File: config.mk
export PLATFORM = sky130hd
export DESIGN_NAME = data_rdbuf_flat
export DESIGN_NICKNAME = d
export VERILOG_FILES = /design/src/rtl/data_rdbuf_if.sv /design/src/rtl/data_rdbuf.sv /design/src/flat_wrapper.sv
export SDC_FILE = /design/constraint.sdc
export NUM_CORES = 1
export LEC_CHECK = 0
export CAP_MARGIN = 15
export CORE_MARGIN = 1
export CORE_UTILIZATION = 53
export CTS_BUF_LIST = sky130_fd_sc_hd__clkbuf_4 sky130_fd_sc_hd__clkbuf_8 sky130_fd_sc_hd__clkbuf_16
export CTS_CLUSTER_DIAMETER = 200
export DETAILED_ROUTE_END_ITERATION = 10
export PLACE_DENSITY = 0.84
export SLEW_MARGIN = 20
export SYNTH_ARGS = -nofsm -noshare
export SYNTH_HDL_FRONTEND = slang
export SYNTH_SLANG_ARGS = --single-unit
File: constraint.sdc
create_clock -name clk -period 5.2 [get_ports clk]
set_clock_uncertainty 0.05 [all_clocks]
set_input_delay 0.78 -clock clk [delete_from_list [all_inputs] [get_ports clk]]
set_output_delay 0.78 -clock clk [all_outputs]
set_load 0.01 [all_outputs]
File: src/rtl/data_rdbuf_if.sv
// Read-buffer handshake bundle: BRAM strobe/data in,
// show-ahead word out, stall back to the requester.
interface data_rdbuf_if #(
  parameter int DATA_WIDTH = 32
);
  logic                  i_rden;
  logic [DATA_WIDTH-1:0] i_rddata;
  logic                  o_stall;
  logic [DATA_WIDTH-1:0] o_data;
  logic                  o_valid;
  logic                  i_ready;

  modport slave (
    input  i_rden,
    input  i_rddata,
    input  i_ready,
    output o_stall,
    output o_data,
    output o_valid
  );

  modport master (
    output i_rden,
    output i_rddata,
    output i_ready,
    input  o_stall,
    input  o_data,
    input  o_valid
  );
endinterface

File: src/rtl/data_rdbuf.sv
// BRAM read-latency tracker plus show-ahead FIFO feeding the PE datapath.
// Optional perf counters: define DATA_RDBUF_PERF_CNT_EN.
module data_rdbuf #(
  parameter int DATA_WIDTH     = 32,
  parameter int RD_LATENCY     = 2,
  parameter int FIFO_DEPTH     = 8,
  parameter int FIFO_PTR_WIDTH = 3,
  parameter int REG_WIDTH      = 32
) (
  input  logic                 clk,
  input  logic                 rst,
  data_rdbuf_if.slave          bus,
  input  logic                 i_flush,
  output logic                 o_overflow,
  output logic [REG_WIDTH-1:0] dbg_rdbuf_cnt,
  output logic [REG_WIDTH-1:0] dbg_rdbuf_inflight,
  output logic [REG_WIDTH-1:0] dbg_rdbuf_stallcyc,
  output logic [REG_WIDTH-1:0] dbg_rdbuf_beats
);
  localparam int CW = FIFO_PTR_WIDTH + 1;
  localparam logic [CW-1:0] CNT_ONE = CW'(1);
  localparam logic [CW-1:0] CNT_FULL = CW'(FIFO_DEPTH);
  localparam logic [CW:0] LVL_FULL = (CW + 1)'(FIFO_DEPTH);
  localparam logic [FIFO_PTR_WIDTH-1:0] PTR_ONE = FIFO_PTR_WIDTH'(1);

  logic [RD_LATENCY-1:0]     vpipe;
  logic [RD_LATENCY:0]       vpipe_sh;
  logic [CW-1:0]             inflight;
  logic [CW-1:0]             cnt;
  logic [CW:0]               level;
  logic [FIFO_PTR_WIDTH-1:0] wr_ptr;
  logic [FIFO_PTR_WIDTH-1:0] rd_ptr;
  logic [DATA_WIDTH-1:0]     mem [FIFO_DEPTH];
  logic                      wr_en;
  logic                      full;
  logic                      pop;
  logic                      push;
  logic                      drop;

  assign vpipe_sh = {vpipe, bus.i_rden};
  assign wr_en    = vpipe[RD_LATENCY-1];
  assign full     = (cnt == CNT_FULL);
  assign pop      = bus.o_valid & bus.i_ready;
  assign push     = wr_en & (~full | pop);
  assign drop     = wr_en & full & ~pop;
  assign level    = {1'b0, cnt} + {1'b0, inflight};

  assign bus.o_valid = (cnt != '0);
  assign bus.o_stall = (level >= LVL_FULL);
  assign bus.o_data  = bus.o_valid ? mem[rd_ptr] : '0;

  // Count strobes still travelling through the BRAM latency.
  always_comb begin
    inflight = '0;
    for (int i = 0; i < RD_LATENCY; i++) begin
      inflight = inflight + CW'(vpipe[i]);
    end
  end

  // Valid pipe, pointers, occupancy and sticky overflow.
  always_ff @(posedge clk or negedge rst) begin
    if (!rst) begin
      vpipe      <= '0;
      wr_ptr     <= '0;
      rd_ptr     <= '0;
      cnt        <= '0;
      o_overflow <= 1'b0;
    end else if (i_flush) begin
      vpipe      <= '0;
      wr_ptr     <= '0;
      rd_ptr     <= '0;
      cnt        <= '0;
      o_overflow <= 1'b0;
    end else begin
      vpipe <= vpipe_sh[RD_LATENCY-1:0];
      if (push) wr_ptr <= wr_ptr + PTR_ONE;
      if (pop) rd_ptr <= rd_ptr + PTR_ONE;
      if (push & ~pop) cnt <= cnt + CNT_ONE;
      else if (pop & ~push) cnt <= cnt - CNT_ONE;
      if (drop) o_overflow <= 1'b1;
    end
  end

  // Capture returning BRAM words; storage needs no reset.
  always_ff @(posedge clk) begin
    if (push && !i_flush) mem[wr_ptr] <= bus.i_rddata;
  end

  assign dbg_rdbuf_cnt      = REG_WIDTH'(cnt);
  assign dbg_rdbuf_inflight = REG_WIDTH'(inflight);

`ifdef DATA_RDBUF_PERF_CNT_EN
  logic [REG_WIDTH-1:0] stallcyc;
  logic [REG_WIDTH-1:0] beats;

  // Free-running stall and accepted-beat counters, reset only.
  always_ff @(posedge clk or negedge rst) begin
    if (!rst) begin
      stallcyc <= '0;
      beats    <= '0;
    end else begin
      if (bus.o_stall) stallcyc <= stallcyc + REG_WIDTH'(1);
      if (pop && !i_flush) beats <= beats + REG_WIDTH'(1);
    end
  end

  assign dbg_rdbuf_stallcyc = stallcyc;
  assign dbg_rdbuf_beats    = beats;
`else
  assign dbg_rdbuf_stallcyc = '0;
  assign dbg_rdbuf_beats    = '0;
`endif
endmodule

File: src/flat_wrapper.sv
// flat-port wrapper written by rule: the top's interface ports become plain ports
module data_rdbuf_flat 
#(
  parameter int DATA_WIDTH     = 32,
  parameter int RD_LATENCY     = 2,
  parameter int FIFO_DEPTH     = 8,
  parameter int FIFO_PTR_WIDTH = 3,
  parameter int REG_WIDTH      = 32
)
  (clk, rst, i_flush, o_overflow, dbg_rdbuf_cnt, dbg_rdbuf_inflight, dbg_rdbuf_stallcyc, dbg_rdbuf_beats, bus_i_rden, bus_i_rddata, bus_i_ready, bus_o_stall, bus_o_data, bus_o_valid);
  data_rdbuf_if #(.DATA_WIDTH(DATA_WIDTH)) bus_i ();
  input  logic clk;
  input  logic rst;
  input  logic i_flush;
  output logic o_overflow;
  output logic [REG_WIDTH-1:0] dbg_rdbuf_cnt;
  output logic [REG_WIDTH-1:0] dbg_rdbuf_inflight;
  output logic [REG_WIDTH-1:0] dbg_rdbuf_stallcyc;
  output logic [REG_WIDTH-1:0] dbg_rdbuf_beats;
  input wire logic [$bits(bus_i.i_rden)-1:0] bus_i_rden;
  input wire logic [$bits(bus_i.i_rddata)-1:0] bus_i_rddata;
  input wire logic [$bits(bus_i.i_ready)-1:0] bus_i_ready;
  output wire logic [$bits(bus_i.o_stall)-1:0] bus_o_stall;
  output wire logic [$bits(bus_i.o_data)-1:0] bus_o_data;
  output wire logic [$bits(bus_i.o_valid)-1:0] bus_o_valid;
  assign bus_i.i_rden = bus_i_rden;
  assign bus_i.i_rddata = bus_i_rddata;
  assign bus_i.i_ready = bus_i_ready;
  assign bus_o_stall = bus_i.o_stall;
  assign bus_o_data = bus_i.o_data;
  assign bus_o_valid = bus_i.o_valid;
  data_rdbuf #(.DATA_WIDTH(DATA_WIDTH), .RD_LATENCY(RD_LATENCY), .FIFO_DEPTH(FIFO_DEPTH), .FIFO_PTR_WIDTH(FIFO_PTR_WIDTH), .REG_WIDTH(REG_WIDTH)) u_core (.clk(clk), .rst(rst), .bus(bus_i), .i_flush(i_flush), .o_overflow(o_overflow), .dbg_rdbuf_cnt(dbg_rdbuf_cnt), .dbg_rdbuf_inflight(dbg_rdbuf_inflight), .dbg_rdbuf_stallcyc(dbg_rdbuf_stallcyc), .dbg_rdbuf_beats(dbg_rdbuf_beats));
endmodule
Word-level counts from Yosys, hierarchy flattened:

Memory sizes are Yosys's and may differ from the RTL's.
Cells that the tools add are included.

* register bits after elaboration: 13
* memory bits (writable): 256
* input bits: 37
* output and inout bits: 163
* logic and storage cells: 44
* memories: 1

* add/subtract/negate cells: 6
* magnitude comparators: 1
* eq/ne operators: 1
* multiplexer cells: 13
* bitwise logic cells: 10
* reduce and logical (&&, ||, !) cells: 7

Memory list
* u_core.mem: depth 8, width 32, read ports 1, clocked after memory_dff 0, write ports 1, line data_rdbuf.sv:33 `logic [DATA_WIDTH-1:0] mem [FIFO_DEPTH];`

Operator list (number)
* $mux 32: 1
* $mux 3: 4
* $mux 4: 3
* $add 3x1->3 const B: 2
* $and 1x1->1: 6
* $reduce_bool 2->1: 3
* $add 4x2->5: 1
* $ge 5x4->1 const B: 1
* $add 4x1->4 const B: 1
* $eq 4x4->1 const B: 1
* $mux 1: 4
* $reduce_bool 4->1: 1
* $sub 4x1->4 const B: 1
* $not 1->1: 3
* $reduce_bool 3->1: 1
* $add 1x1->2: 1
* $mux 2: 1
* $logic_and 1x1->1: 1
* $logic_not 1->1: 1
* $or 1x1->1: 1

Logic depth before layout (Yosys ltp):

* depth in word-level cells: 9
* gate-level depth with buffers: 10
* depth with buffers taken out: 8

Least setup slack after synthesis:

OpenSTA, ideal clock, no wires.

* path kind: input port to flip-flop
* start: input bus_i_ready
* end: memory u_core.mem[0][0], enable pin
* setup time: 0.513 ns
* data arrival time: 4.554 ns
* data required time: 4.637 ns
* path slack: 0.083 ns
* stages: 4
* path buffers: 1
* cells stage by stage: clkbuf_8 -> nand2b_1 -> o21ai_4 -> nor4b_1

* longest elaborated chain between the ends: 6

RTL lines
* start: declaration: line flat_wrapper.sv:22 `input wire logic [$bits(bus_i.i_ready)-1:0] bus_i_ready;`
* $and 1x1->1: line data_rdbuf.sv:43 `assign pop = bus.o_valid & bus.i_ready;`
* $or 1x1->1: line data_rdbuf.sv:44 `assign push = wr_en & (~full | pop);`
* $and 1x1->1: line data_rdbuf.sv:44
* $logic_and 1x1->1: line data_rdbuf.sv:86 `if (push && !i_flush) mem[wr_ptr] <= bus.i_rddata;`
* $mux 1: line data_rdbuf.sv:86
* $mux 1 (implied by the code): line data_rdbuf.sv:86
* end: declaration: line data_rdbuf.sv:33

Every way passes these cells.

Worst setup path in the final report:

* start: register u_core.rd_ptr[0]
* end: output bus_o_data[28]

* longest elaborated chain between the ends: 2

RTL lines
* start: declaration: line data_rdbuf.sv:32 `logic [FIFO_PTR_WIDTH-1:0] rd_ptr;`
* start signal: assignment: line data_rdbuf.sv:77 `if (pop) rd_ptr <= rd_ptr + PTR_ONE;`
* $mem_v2 8x32
* $mux 32: line data_rdbuf.sv:50 `assign bus.o_data = bus.o_valid ? mem[rd_ptr] : '0;`
* end: declaration: line flat_wrapper.sv:24 `output wire logic [$bits(bus_i.o_data)-1:0] bus_o_data;`

Every way passes these cells.

==> impl_metrics.yaml <==
status:
  status: "complete, no violations"
detailed_routing:
  drt_iter0_markers: 367
  ant_nets: 0
  drt_first_pass_iters: 5
  vias: 5570
  vias_per_cell: 5.49
  post_drt_wl_per_cell_um: 21.1
  drc_errors: 0
  totalWireLength_um: 21400
pwr:
  power_switching_mw: 1.66
  power.density_nw_per_um2: 456
  p_sw_frac: 0.280
  peakVddDrop_mv: 0.296
  pwr-share-seq: 0.425
  p_leak_nw: 4.33
  p_int_mw: 4.29
  combPwrFrac: 0.281
  clkPwrFrac: 0.294
cts:
  cts_hold_buf: 0
  cts.clk_slew.worst_paths_ns: 0.06
  post_cts_resized: 0
  post_cts.repair.setup_buffers: 0
  cts_max_level: 1
  insertion_delay_ns: 0.51
  tritoncts: "built"
  cts_buffer_depth: 3
  cts-buffers-inserted: 27
  root_buffer: "clkbuf_16"
  cts.sinks: 269
sta:
  finalCritPeriodShare: 0.752
  min_period_ns: 3.91
  setup_viol: 0
  clock.fmax_mhz: 256
  finalHoldViolCount: 0
  slew_headroom: 0.273
  final-max-slew-violation-count: 0
  tns_ns: 0
  rsz0062_at_grt: "false"
  worst_pin_slew_ns: 1.09
grt:
  overflow: 0
  grt_pass1_wl_um: 32400
  grt_pass1_vias: 5599
  track_usage: 0.197
  antenna_found_initial: 2
  grt_max_degree: 39
worst_setup_path:
  critPathLaunch: "u_core.rd_ptr[0]$_DFFE_PN0P_"
  critPathCaptureType: "primary output"
  crit_chain: "buf_12, mux4_2, mux2i_1, nor2_1, clkdlybuf4s50_1"
  r2r_slack_ns: 1.97
  rr_worst_depth: 8
  cp_max_fo: 38
  cp.required_ns: 4.37
  crit_type: "register to primary output"
  critPathSlowestCell: "dfrtp_4"
  timing.rr.start: "u_core.cnt[0]$_DFFE_PN0P_"
  worstPathArrival_ns: 3.08
  cp-endpoint: "bus_o_data[28]"
  startpoint_type: "register"
  r2r_end: "u_core.cnt[3]$_DFFE_PN0P_"
  slowest_delay_ns: 0.81
floorplan:
  die_area_um2: 22500
  ios: 200
  start_util: 0.547
  coreArea_um2: 21200
  num_rows: 53
  die_h_um: 150
  die_x_um: 150
layout:
  drive_gt1_frac: 0.181
  final_cell_count_no_fill: 1015
  area_growth_pct: 12.4
  nNetsFinal: 770
  final_common_cell: "edfxtp_1"
  mostFrequentLayoutCells: "256 x edfxtp_1, 122 x conb_1, 77 x clkdlybuf4s50_1"
synth:
  synth_cell_types: 43
  synth_warnings: 0
  syn-cell-area_um2: 11600
  postSynthAreaPerCell_um2: 18.3
  synthCells: 634
  synth_seq_cells: 269
  synth-async-reset-ratio: 0.0483
  yosysSeqAreaShare: 0.690
  synth_edf_count: 256
  synthFlopType: "edfxtp_1"
min_path:
  holdCritStartpoint: "u_core.vpipe[0]$_DFF_PN0_"
  hp-class: "register to register"
job:
  drv_cap: 0
placed_design:
  place_inst: 970
  dpl.hpwl_um: 12800
  gp_congestion: 0.719
  io_buffer_count: 77
[layout make-up]
class / instances / area [µm²]
inverter: 9 / 33.8
clock buffer: 31 / 706
sequential: 269 / 8020
antenna: 1 / 2.50
timing repair buffer: 89 / 873
fill: 1465 / 8180
tap: 275 / 344
clock inverter: 13 / 87.6
multi-input combinational: 328 / 2980
[per-layer routing]
metal,track usage,up-vias,part of all wire
met1,0.253,2874,0.39
met3,0.0317,42,0.062
met5,0,-,0
li1,-,2373,-
met4,0.0732,0,0.027
met2,0.339,281,0.52
[cells in the mapped netlist, drive strengths merged (2+ instances only)]
cell type,n,area [µm²]
nand2,5,18.8
dfrtp,13,325
xnor2,4,35.0
a211oi,2,27.5
mux2i,33,330
edfxtp,256,7690
fa,2,40.0
clkbuf,6,42.5
nor2b,2,12.5
nand3,4,20.0
xor2,3,26.3
mux4,64,1440
ha,7,87.6
buf,143,1050
nor3,4,20.0
a21oi,5,25.0
a21o,2,16.3
or2,2,12.5
a2111oi,2,17.5
inv,9,33.8
o21ai,5,36.3
a31oi,2,12.5
nor2,47,193
[registers in the layout, indices dropped and copies added (netlist names)]
register,flops
u_core.mem,256
u_core.cnt,4
u_core.rd_ptr,3
u_core.wr_ptr,3
u_core.vpipe,2
u_core.o_overflow,1
[power by group through the flow]
stage | clock (mW) | sequential (mW) | combinational, mW
finish | 1.75 | 2.53 | 1.67
global route | 1.85 | 2.55 | 1.81
CTS | 1.78 | 2.53 | 1.70
detailed placement | 0 | 2.58 | 1.69
global placement | 0 | 2.57 | 1.66
floorplan | 0 | 2.48 | 1.19
[stage by stage]
stage	power, mW	setup slack [ns]	hold WS [ns]	cell area (µm²)	util
final	5.95	1.29	0.488	13000	0.615
after global routing	6.21	1.10	0.533	13000	0.615
after CTS	6.02	1.19	0.496	13000	0.614
after detailed placement	4.27	1.64	0.476	12200	0.577
after global placement	4.23	1.72	0.461	12200	0.577
after floorplan	3.67	0.0831	0.421	12100	-
[cells by family (layout without fill, tap and decap cells)]
family,Yosys count,in the layout,synth area share
flops,269,269,0.690
buf+inv,158,142,0.0967
mux,97,97,0.153
simple gates,71,71,0.0286
compound gates,22,22,0.0151
fa+ha+maj,9,9,0.0110
xor+xnor,7,7,0.00528
other cells,1,123,0.000323
[critical path: cells and delay by family, from the launching register on]
kind,cells,cell delay (ns)
buf+inv,2,0.87
flops,1,0.81
mux,2,0.76
simple gates,1,0.07
[worst min-delay path by stage]
stage                                      to  cells after the start  slack, ns
floorplan           u_core.vpipe[1]$_DFF_PN0_                      1       0.42
global placement    u_core.vpipe[1]$_DFF_PN0_                      1       0.46
detailed placement  u_core.vpipe[1]$_DFF_PN0_                      1       0.48
CTS                 u_core.vpipe[1]$_DFF_PN0_                      1       0.50
global route        u_core.vpipe[1]$_DFF_PN0_                      1       0.53
finish              u_core.vpipe[1]$_DFF_PN0_                      1       0.49
(Power assumes the default switching activity.)
